**config.mk**
```make
export PLATFORM = sky130hd
export DESIGN_NAME = tile_ram_arbiter
export DESIGN_NICKNAME = d
export VERILOG_FILES = /design/src/rtl/tile_ram_arbiter.sv
export SDC_FILE = /design/constraint.sdc
export NUM_CORES = 1
export LEC_CHECK = 0
export CAP_MARGIN = 20
export CORE_MARGIN = 5
export CORE_UTILIZATION = 35
export DETAILED_ROUTE_END_ITERATION = 7
export HOLD_SLACK_MARGIN = 0.06
export PLACE_DENSITY = 0.7
export SYNTH_ARGS = -nofsm -noshare
export SYNTH_HDL_FRONTEND = slang
export SYNTH_SLANG_ARGS = --single-unit
```
**constraint.sdc**
```tcl
create_clock -name Clk -period 2.1 [get_ports Clk]
set_input_delay 0.315 -clock Clk [delete_from_list [all_inputs] [get_ports Clk]]
set_output_delay 0.315 -clock Clk [all_outputs]
set_load 0.1 [all_outputs]
```
**src/rtl/tile_ram_arbiter.sv**
```systemverilog
// ---------------------------------------------------------------------------
// tile_ram_arbiter
//
// Shares one single-port, synchronous-read tile/sprite RAM between the
// pixel-rate video fetch path and the game-logic path. Video always wins;
// logic is served in spare cycles through a req/ack handshake.
//
// Handshake (logic side): the requester raises log_req with log_we, log_addr
// and log_wdata stable, and holds them until it sees the one-cycle log_ack
// pulse. A request is granted in a cycle where vid_req=0 and the arbiter is
// idle; log_ack follows in the next cycle. Dropping log_req before log_ack
// withdraws the request. The video side has no handshake: a vid_req strobe
// is always accepted in the cycle it is presented.
//
// Timing: request cycle N -> registered RAM address in N+1 -> read data and
// rvalid in N+2. Writes are committed (ram_we=1) in the log_ack cycle and
// produce no rvalid.
//
// Ports:
//   Clk, Reset_n                 clock, asynchronous active-low reset
//   vid_req, vid_addr            video read strobe and address
//   vid_rvalid, vid_rdata        video read return
//   log_req, log_we, log_addr,
//   log_wdata                    logic request
//   log_ack                      one-cycle acceptance pulse
//   log_rvalid, log_rdata        logic read return
//   log_starve                   sticky: a logic wait reached WAIT_MAX
//   ram_addr, ram_we, ram_wdata  registered RAM command
//   ram_rdata                    RAM read data (one cycle after address)
//   conflict_cnt                 collision counter (ARB_STATS_EN only)
//
// Configuration macro: ARB_STATS_EN adds the CNT_W parameter and the
// conflict_cnt output, counting cycles where video and logic request
// together while idle (saturating).
// ---------------------------------------------------------------------------
module tile_ram_arbiter #(
    parameter int ADDR_W   = 11,
    parameter int DATA_W   = 8,
    parameter int WAIT_MAX = 1023
`ifdef ARB_STATS_EN
    ,
    parameter int CNT_W    = 16
`endif
) (
    input  logic              Clk,
    input  logic              Reset_n,
    input  logic              vid_req,
    input  logic [ADDR_W-1:0] vid_addr,
    output logic              vid_rvalid,
    output logic [DATA_W-1:0] vid_rdata,
    input  logic              log_req,
    input  logic              log_we,
    input  logic [ADDR_W-1:0] log_addr,
    input  logic [DATA_W-1:0] log_wdata,
    output logic              log_ack,
    output logic              log_rvalid,
    output logic [DATA_W-1:0] log_rdata,
    output logic              log_starve,
    output logic [ADDR_W-1:0] ram_addr,
    output logic              ram_we,
    output logic [DATA_W-1:0] ram_wdata,
    input  logic [DATA_W-1:0] ram_rdata
`ifdef ARB_STATS_EN
    ,
    output logic [CNT_W-1:0]  conflict_cnt
`endif
);

    localparam int WAIT_W = $clog2(WAIT_MAX + 1);
    localparam logic [WAIT_W-1:0] WAIT_LIM = WAIT_W'(WAIT_MAX);

    typedef enum logic {
        S_IDLE = 1'b0,
        S_ACK  = 1'b1
    } state_t;

    state_t              r_state;
    logic                r_log_ack;
    logic [ADDR_W-1:0]   r_ram_addr;
    logic                r_ram_we;
    logic [DATA_W-1:0]   r_ram_wdata;
    // Read tag pipeline: stage 1 lines up with the registered address,
    // stage 2 with the RAM data coming back.
    logic                r_tag1_valid;
    logic                r_tag1_vid;
    logic                r_tag2_valid;
    logic                r_tag2_vid;
    logic [WAIT_W-1:0]   r_wait;
    logic                r_starve;

    logic                w_vid_grant;
    logic                w_log_grant;
    logic                w_log_wait;

    // Logic is only considered while idle, so the ack cycle can never
    // produce a second grant.
    assign w_vid_grant = vid_req;
    assign w_log_grant = !vid_req && log_req && (r_state == S_IDLE);
    assign w_log_wait  = log_req && !w_log_grant && (r_state == S_IDLE);

    // FSM with registered ack.
    always_ff @(posedge Clk or negedge Reset_n) begin
        if (!Reset_n) begin
            r_state   <= S_IDLE;
            r_log_ack <= 1'b0;
        end else begin
            case (r_state)
                S_IDLE: begin
                    if (w_log_grant) begin
                        r_state   <= S_ACK;
                        r_log_ack <= 1'b1;
                    end else begin
                        r_log_ack <= 1'b0;
                    end
                end
                S_ACK: begin
                    r_state   <= S_IDLE;
                    r_log_ack <= 1'b0;
                end
                default: begin
                    r_state   <= S_IDLE;
                    r_log_ack <= 1'b0;
                end
            endcase
        end
    end

    // RAM command register and read tag pipeline.
    always_ff @(posedge Clk or negedge Reset_n) begin
        if (!Reset_n) begin
            r_ram_addr   <= '0;
            r_ram_we     <= 1'b0;
            r_ram_wdata  <= '0;
            r_tag1_valid <= 1'b0;
            r_tag1_vid   <= 1'b0;
            r_tag2_valid <= 1'b0;
            r_tag2_vid   <= 1'b0;
        end else begin
            if (w_vid_grant) begin
                r_ram_addr   <= vid_addr;
                r_ram_we     <= 1'b0;
                r_tag1_valid <= 1'b1;
                r_tag1_vid   <= 1'b1;
            end else if (w_log_grant) begin
                r_ram_addr   <= log_addr;
                r_ram_we     <= log_we;
                r_ram_wdata  <= log_wdata;
                r_tag1_valid <= !log_we;
                r_tag1_vid   <= 1'b0;
            end else begin
                r_ram_we     <= 1'b0;
                r_tag1_valid <= 1'b0;
                r_tag1_vid   <= 1'b0;
            end
            r_tag2_valid <= r_tag1_valid;
            r_tag2_vid   <= r_tag1_vid;
        end
    end

    // Wait counter and sticky starvation flag. The flag latches once the
    // counter has sat at its limit for a cycle.
    always_ff @(posedge Clk or negedge Reset_n) begin
        if (!Reset_n) begin
            r_wait   <= '0;
            r_starve <= 1'b0;
        end else begin
            if (w_log_wait) begin
                if (r_wait != WAIT_LIM) begin
                    r_wait <= r_wait + WAIT_W'(1);
                end
            end else begin
                r_wait <= '0;
            end
            if (r_wait == WAIT_LIM) begin
                r_starve <= 1'b1;
            end
        end
    end

`ifdef ARB_STATS_EN
    logic [CNT_W-1:0] r_conflict_cnt;
    logic             w_conflict;

    assign w_conflict = vid_req && log_req && (r_state == S_IDLE);

    always_ff @(posedge Clk or negedge Reset_n) begin
        if (!Reset_n) begin
            r_conflict_cnt <= '0;
        end else if (w_conflict && (r_conflict_cnt != '1)) begin
            r_conflict_cnt <= r_conflict_cnt + CNT_W'(1);
        end
    end

    assign conflict_cnt = r_conflict_cnt;
`endif

    // Read returns: RAM data is passed through only when the tag says so,
    // which also forces zeros while the pipeline is flushed by reset.
    assign vid_rvalid = r_tag2_valid && r_tag2_vid;
    assign log_rvalid = r_tag2_valid && !r_tag2_vid;
    assign vid_rdata  = vid_rvalid ? ram_rdata : '0;
    assign log_rdata  = log_rvalid ? ram_rdata : '0;

    assign log_ack    = r_log_ack;
    assign log_starve = r_starve;
    assign ram_addr   = r_ram_addr;
    assign ram_we     = r_ram_we;
    assign ram_wdata  = r_ram_wdata;

endmodule

```
# Yosys cells after proc, flatten, opt, wreduce, memory -nomap -nowiden

Cells that the tools add are included.

Multiplexer cells: 13
Bitwise operators: 2
Reduce and logical (&&, ||, !) cells: 12
Equality and inequality tests: 3
Add/sub/neg operators: 1

Operators by type and width:

| kind                                                             | number |
|---|---|
| 11-bit two-way mux                                               | 2 |
| 10-bit two-way mux                                               | 2 |
| 8-bit two-way mux                                                | 2 |
| 10-bit by 1-bit adder with 10-bit output (second input constant) | 1 |
| 10-bit equality test (second input constant)                     | 1 |
| 10-bit != test (second input constant)                           | 1 |
| 1-bit logical AND                                                | 6 |
| 1-bit two-way mux                                                | 6 |
| 1-bit zero test                                                  | 4 |
| 2-bit by 1-bit != test with 1-bit output (second input constant) | 1 |
| 1-bit inverter                                                   | 2 |
| 1-bit one-hot mux with 2 select lines                            | 1 |
| 2-bit AND reduction                                              | 1 |
| 2-bit nonzero test                                               | 1 |

Input bits: 43
Output and inout bits: 40
Word-level logic and storage cells: 41
Register bits: 36

# Longest topological paths before layout

Gate-level depths: netlist of run 1.

Depth after elaboration: 7
Mapped depth: 5
Depth with buffers taken out: 4

# Worst setup path after synthesis of run 1

Ideal clock, no wire load.

Path type: flip-flop to output port
Start point: reg r_tag2_valid
End point: out log_rdata[0]
Required time: 1,785 ps
Path buffers: 1
Arrival: 2,367 ps
Setup slack: -582 ps
Stages on the path, launching flop included: 4
Path through: dfrtp_1 nor2b_1 clkbuf_1 and2_1

Longest elaborated chain between the ends: 2

Ends and longest elaborated chain:

| what                   | RTL line | RTL |
|---|---|---|
| start, declared        | 86       | `logic r_tag2_valid;` |
| start signal, assigned | 155      | `r_tag2_valid <= r_tag1_valid;` |
| 1-bit logical AND      | 200      | `assign log_rvalid = r_tag2_valid && !r_tag2_vid;` |
| via log_rvalid         | 56       | `output logic log_rvalid,` |
| 8-bit two-way mux      | 202      | `assign log_rdata = log_rvalid ? ram_rdata : '0;` |
| end, declared          | 57       | `output logic [DATA_W-1:0] log_rdata,` |

The timed path passes the listed nets, and every way through them passes these cells.

# Worst setup path after layout of run 1

Start point: reg r_tag2_valid
End point: out log_rdata[6]

Longest elaborated chain between the ends: 2

Ends and longest elaborated chain:

| what              | RTL line |
|---|---|
| 1-bit logical AND | 200 |
| 8-bit two-way mux | 202 |

No other way between the ends.

==> results.md, run 1 <==
- Status: completed
- Fin util: 57.49%
- GR Overflow Total: 0
- Psw: 0.0009512 W
- Final setup TNS: 0 ns
- Mapped Avg Cell Area: 12.85 um^2
- Worst hold path type: register to register
- Fmax: 0.5601 GHz
- FP Rows: 26
- Top FF cell, synth: dfrtp_1
- Sequential share of power: 34.9%
- Clock Power Share: 22.6%
- Cts bufs inserted: 5
- Global-route wire length before repair: 6699 um
- PostCTS Resize Cnt: 0
- Detailed Routing Iterations Pass 1: 2
- CTS tree: built
- Clk Latency, worst-skew pair: 0.29 ns
- Share of flip-flops with an asynchronous set or reset: 100.0%
- Avg WL per Cell: 14.31 um
- Post-synth EDFFs: 0
- Cells after Synth: 138
- Pwr per Cell Area: 787.9 nW/um^2
- Sw Ratio: 41.91%
- Clk buf depth: 2
- Share of layout cells above drive strength 1: 43.17%
- Seq cells post-synth: 36
- Setup violators final: 0
- Critical Path Sink Type: output pin
- Cts-stage hold buffer count: 0
- Core area: 5010 um^2
- Static Leakage: 1.291 nW
- Int Pwr: 0.001318 W
- Initial antenna violation count: 0
- Nets@finish: 270
- Antenna Cells: 0
- DRT Wirelength: 4251 um
- Clock Skews: 0.002313 ns
- Max-slew violations: 0
- Max Cap Viol: 0
- CTS clk-pin slew, worst paths: 0.07 ns
- Residual DRC: 0
- Post-detail-place hpwl: 3297 um
- Via count: 1421
- Port Buffers: 82
- Die Y: 81.17 um
- Ys Warns: 0
- Vias in the first global route: 1492
- Comb pwr share: 42.5%
- WHS: 0.3493 ns
- Sequential cell area fraction in the yosys report: 50.81%
- TritonCTS sink count: 36
- RSZ-0062 raised after global routing: no
- GR Util All Layers: 13.37%
- Iter 0 DRT Violations: 48
- Final period utilization: 85.02%
- Die area: 6589 um^2
- Fin area: 2880 um^2
- Critical Path AT: 1.47 ns
- Worst setup SP type: register
- Setup bufs post-CTS: 0
- Worst vdd ir: 0.4916 mV
- Root Buffer: clkbuf_8
- Routed Antenna Nets: 0
- Syn Nets: 182
- Fin. Hold Viols: 0
- Initial Util: 35.39%
- H-tree depth: 2
- Worst Path Max Fanout: 10
- Count of cell types in the netlist: 35
- Area growth syn-to-layout: 62.46%
- # fillers: 450
- Area after DPL: 2788 um^2
- Max_slew headroom: 70.05%
- CP Class: register to output pin
- Design Power: 0.002269 W
- I/O pin total: 83
- Netlist Area Pre-Place: 1773 um^2
- Max FFs per register: 11
- Via/cell ratio: 4.785
- CP required: 1.78 ns
- Min Tclk post-route: 1.785 ns
- GPL Wtd Cong: 0.7565
- Die extent in x: 81.17 um
- Largest net degree at the start of global routing: 37
- Worst-margin pin slew: 0.4493 ns
==> synth_stat cells (2+ instances only) <==
| cell type | count | share of area (%) |
|---|---|---|
| dfrtp_1 | 36 | 51 |
| mux2_2 | 22 | 14 |
| and2_1 | 12 | 4.2 |
| and3_1 | 10 | 3.5 |
| mux2_4 | 8 | 6.8 |
| a21oi_1 | 6 | 1.7 |
| nand2_1 | 4 | 0.85 |
| a31oi_1 | 3 | 1.1 |
| buf_6 | 3 | 1.9 |
| o21ai_0 | 3 | 0.85 |
| buf_2 | 2 | 0.56 |
| inv_1 | 2 | 0.42 |
| nand3_1 | 2 | 0.56 |
| nor2b_1 | 2 | 0.71 |
| nor3_1 | 2 | 0.56 |
| o2111a_1 | 2 | 1.3 |
==> power by group through the flow <==
stage | Clock [W] | Combinational (W) | Sequential, W
after CTS | 0.000528 | 0.000974 | 0.000792
final | 0.000512 | 0.000966 | 0.000792
after global routing | 0.000562 | 0.000996 | 0.000801
after detailed placement | 0 | 0.000972 | 0.000804
after floorplan | 0 | 0.000264 | 0.00121
after global placement | 0 | 0.000967 | 0.000803
==> cell families after synthesis <==
logic type	after synthesis	synth area share [%]
and+or+nand+nor	41	15.03
DFF	36	50.81
muxes	31	21.31
AOI/OAI and AO/OA	19	7.833
buffers and inverters	10	4.305
adders and majority gates	1	0.7056
==> worst max-delay path, stage by stage (launching register included) <==
cell,delay (ns)
dfrtp_1,0.47
nor2b_1,0.21
buf_4,0.16
and2_2,0.17
buf_12,0.17
==> per-layer routing <==
layer | share of wire [%] | vias to the layer above | track usage, % | routed length [um]
met5 | 0 | - | 0 | 0
met2 | 46 | 68 | 23.56 | 1950
li1 | - | 676 | - | -
met4 | 1.2 | 0 | 4.561 | 51
met1 | 39 | 669 | 13.56 | 1655
met3 | 14 | 8 | 6.874 | 593
==> layout make-up <==
type | count | area [um^2] | area share (%)
well taps | 70 | 87.58 | 3.041
repair buffers | 89 | 985.9 | 34.23
flip-flops and latches | 36 | 900.9 | 31.28
inverters | 2 | 7.507 | 0.2606
clock buffers | 6 | 82.58 | 2.867
clock inverters | 2 | 10.01 | 0.3475
multi-input cells | 92 | 805.8 | 27.98
==> stage by stage <==
stage	setup slack [ns]	std cells
3_5_place_dp	0.2474	289
6_report	0.3146	297
5_1_grt	0.2448	297
2_1_floorplan	0.1607	138
4_1_cts	0.3026	297
3_3_place_gp	0.2916	289
==> layout by cell type, fill, tap and decap left out, types with 2 or more instances in the layout <==
master           synthesis  final
o2111a_1                 2      2
nand2_1                  4      4
clkdlybuf4s50_1          0     42
inv_1                    2      2
a21oi_1                  6      6
dfrtp_1                 36     36
mux2_4                   8      8
clkinv_2                 0      2
nand3_1                  2      2
and3_1                  10     10
and2_2                   0      8
nor2b_1                  2      2
and2_1                  12      4
mux2_2                  22     22
o21ai_0                  3      3
nor3_1                   2      2
clkbuf_8                 1      6
buf_4                    1     30
a31oi_1                  3      3
buf_12                   0     17
==> final timing paths <==
kind / from / to / slack, ns / cells past startpoint
setup / recovery: r_tag2_valid / log_rdata[6] / 0.31 / 4
hold / removal: r_tag1_valid / r_tag2_valid / 0.35 / 0
setup reg to reg: r_wait[0] / r_wait[4] / 0.59 / 4
hold reg to reg: r_tag1_valid / r_tag2_valid / 0.35 / 0
max in group asynchronous: Reset_n / r_wait[5] / 1.34 / 2
min in group asynchronous: Reset_n / ram_addr[5] / 0.44 / 2
No activity file was read; power rests on OpenSTA's default activity.
==> run 2: changes to the inputs <==
- SLEW_MARGIN: not set -> 20
==> results of run 2 <==
Final layout, timing and power as in run 1 (identical DEF).
==> run 3: changes to the inputs <==
- SLEW_MARGIN: 20 -> 0
==> results of run 3 <==
Final layout, timing and power as in run 1 (identical DEF).
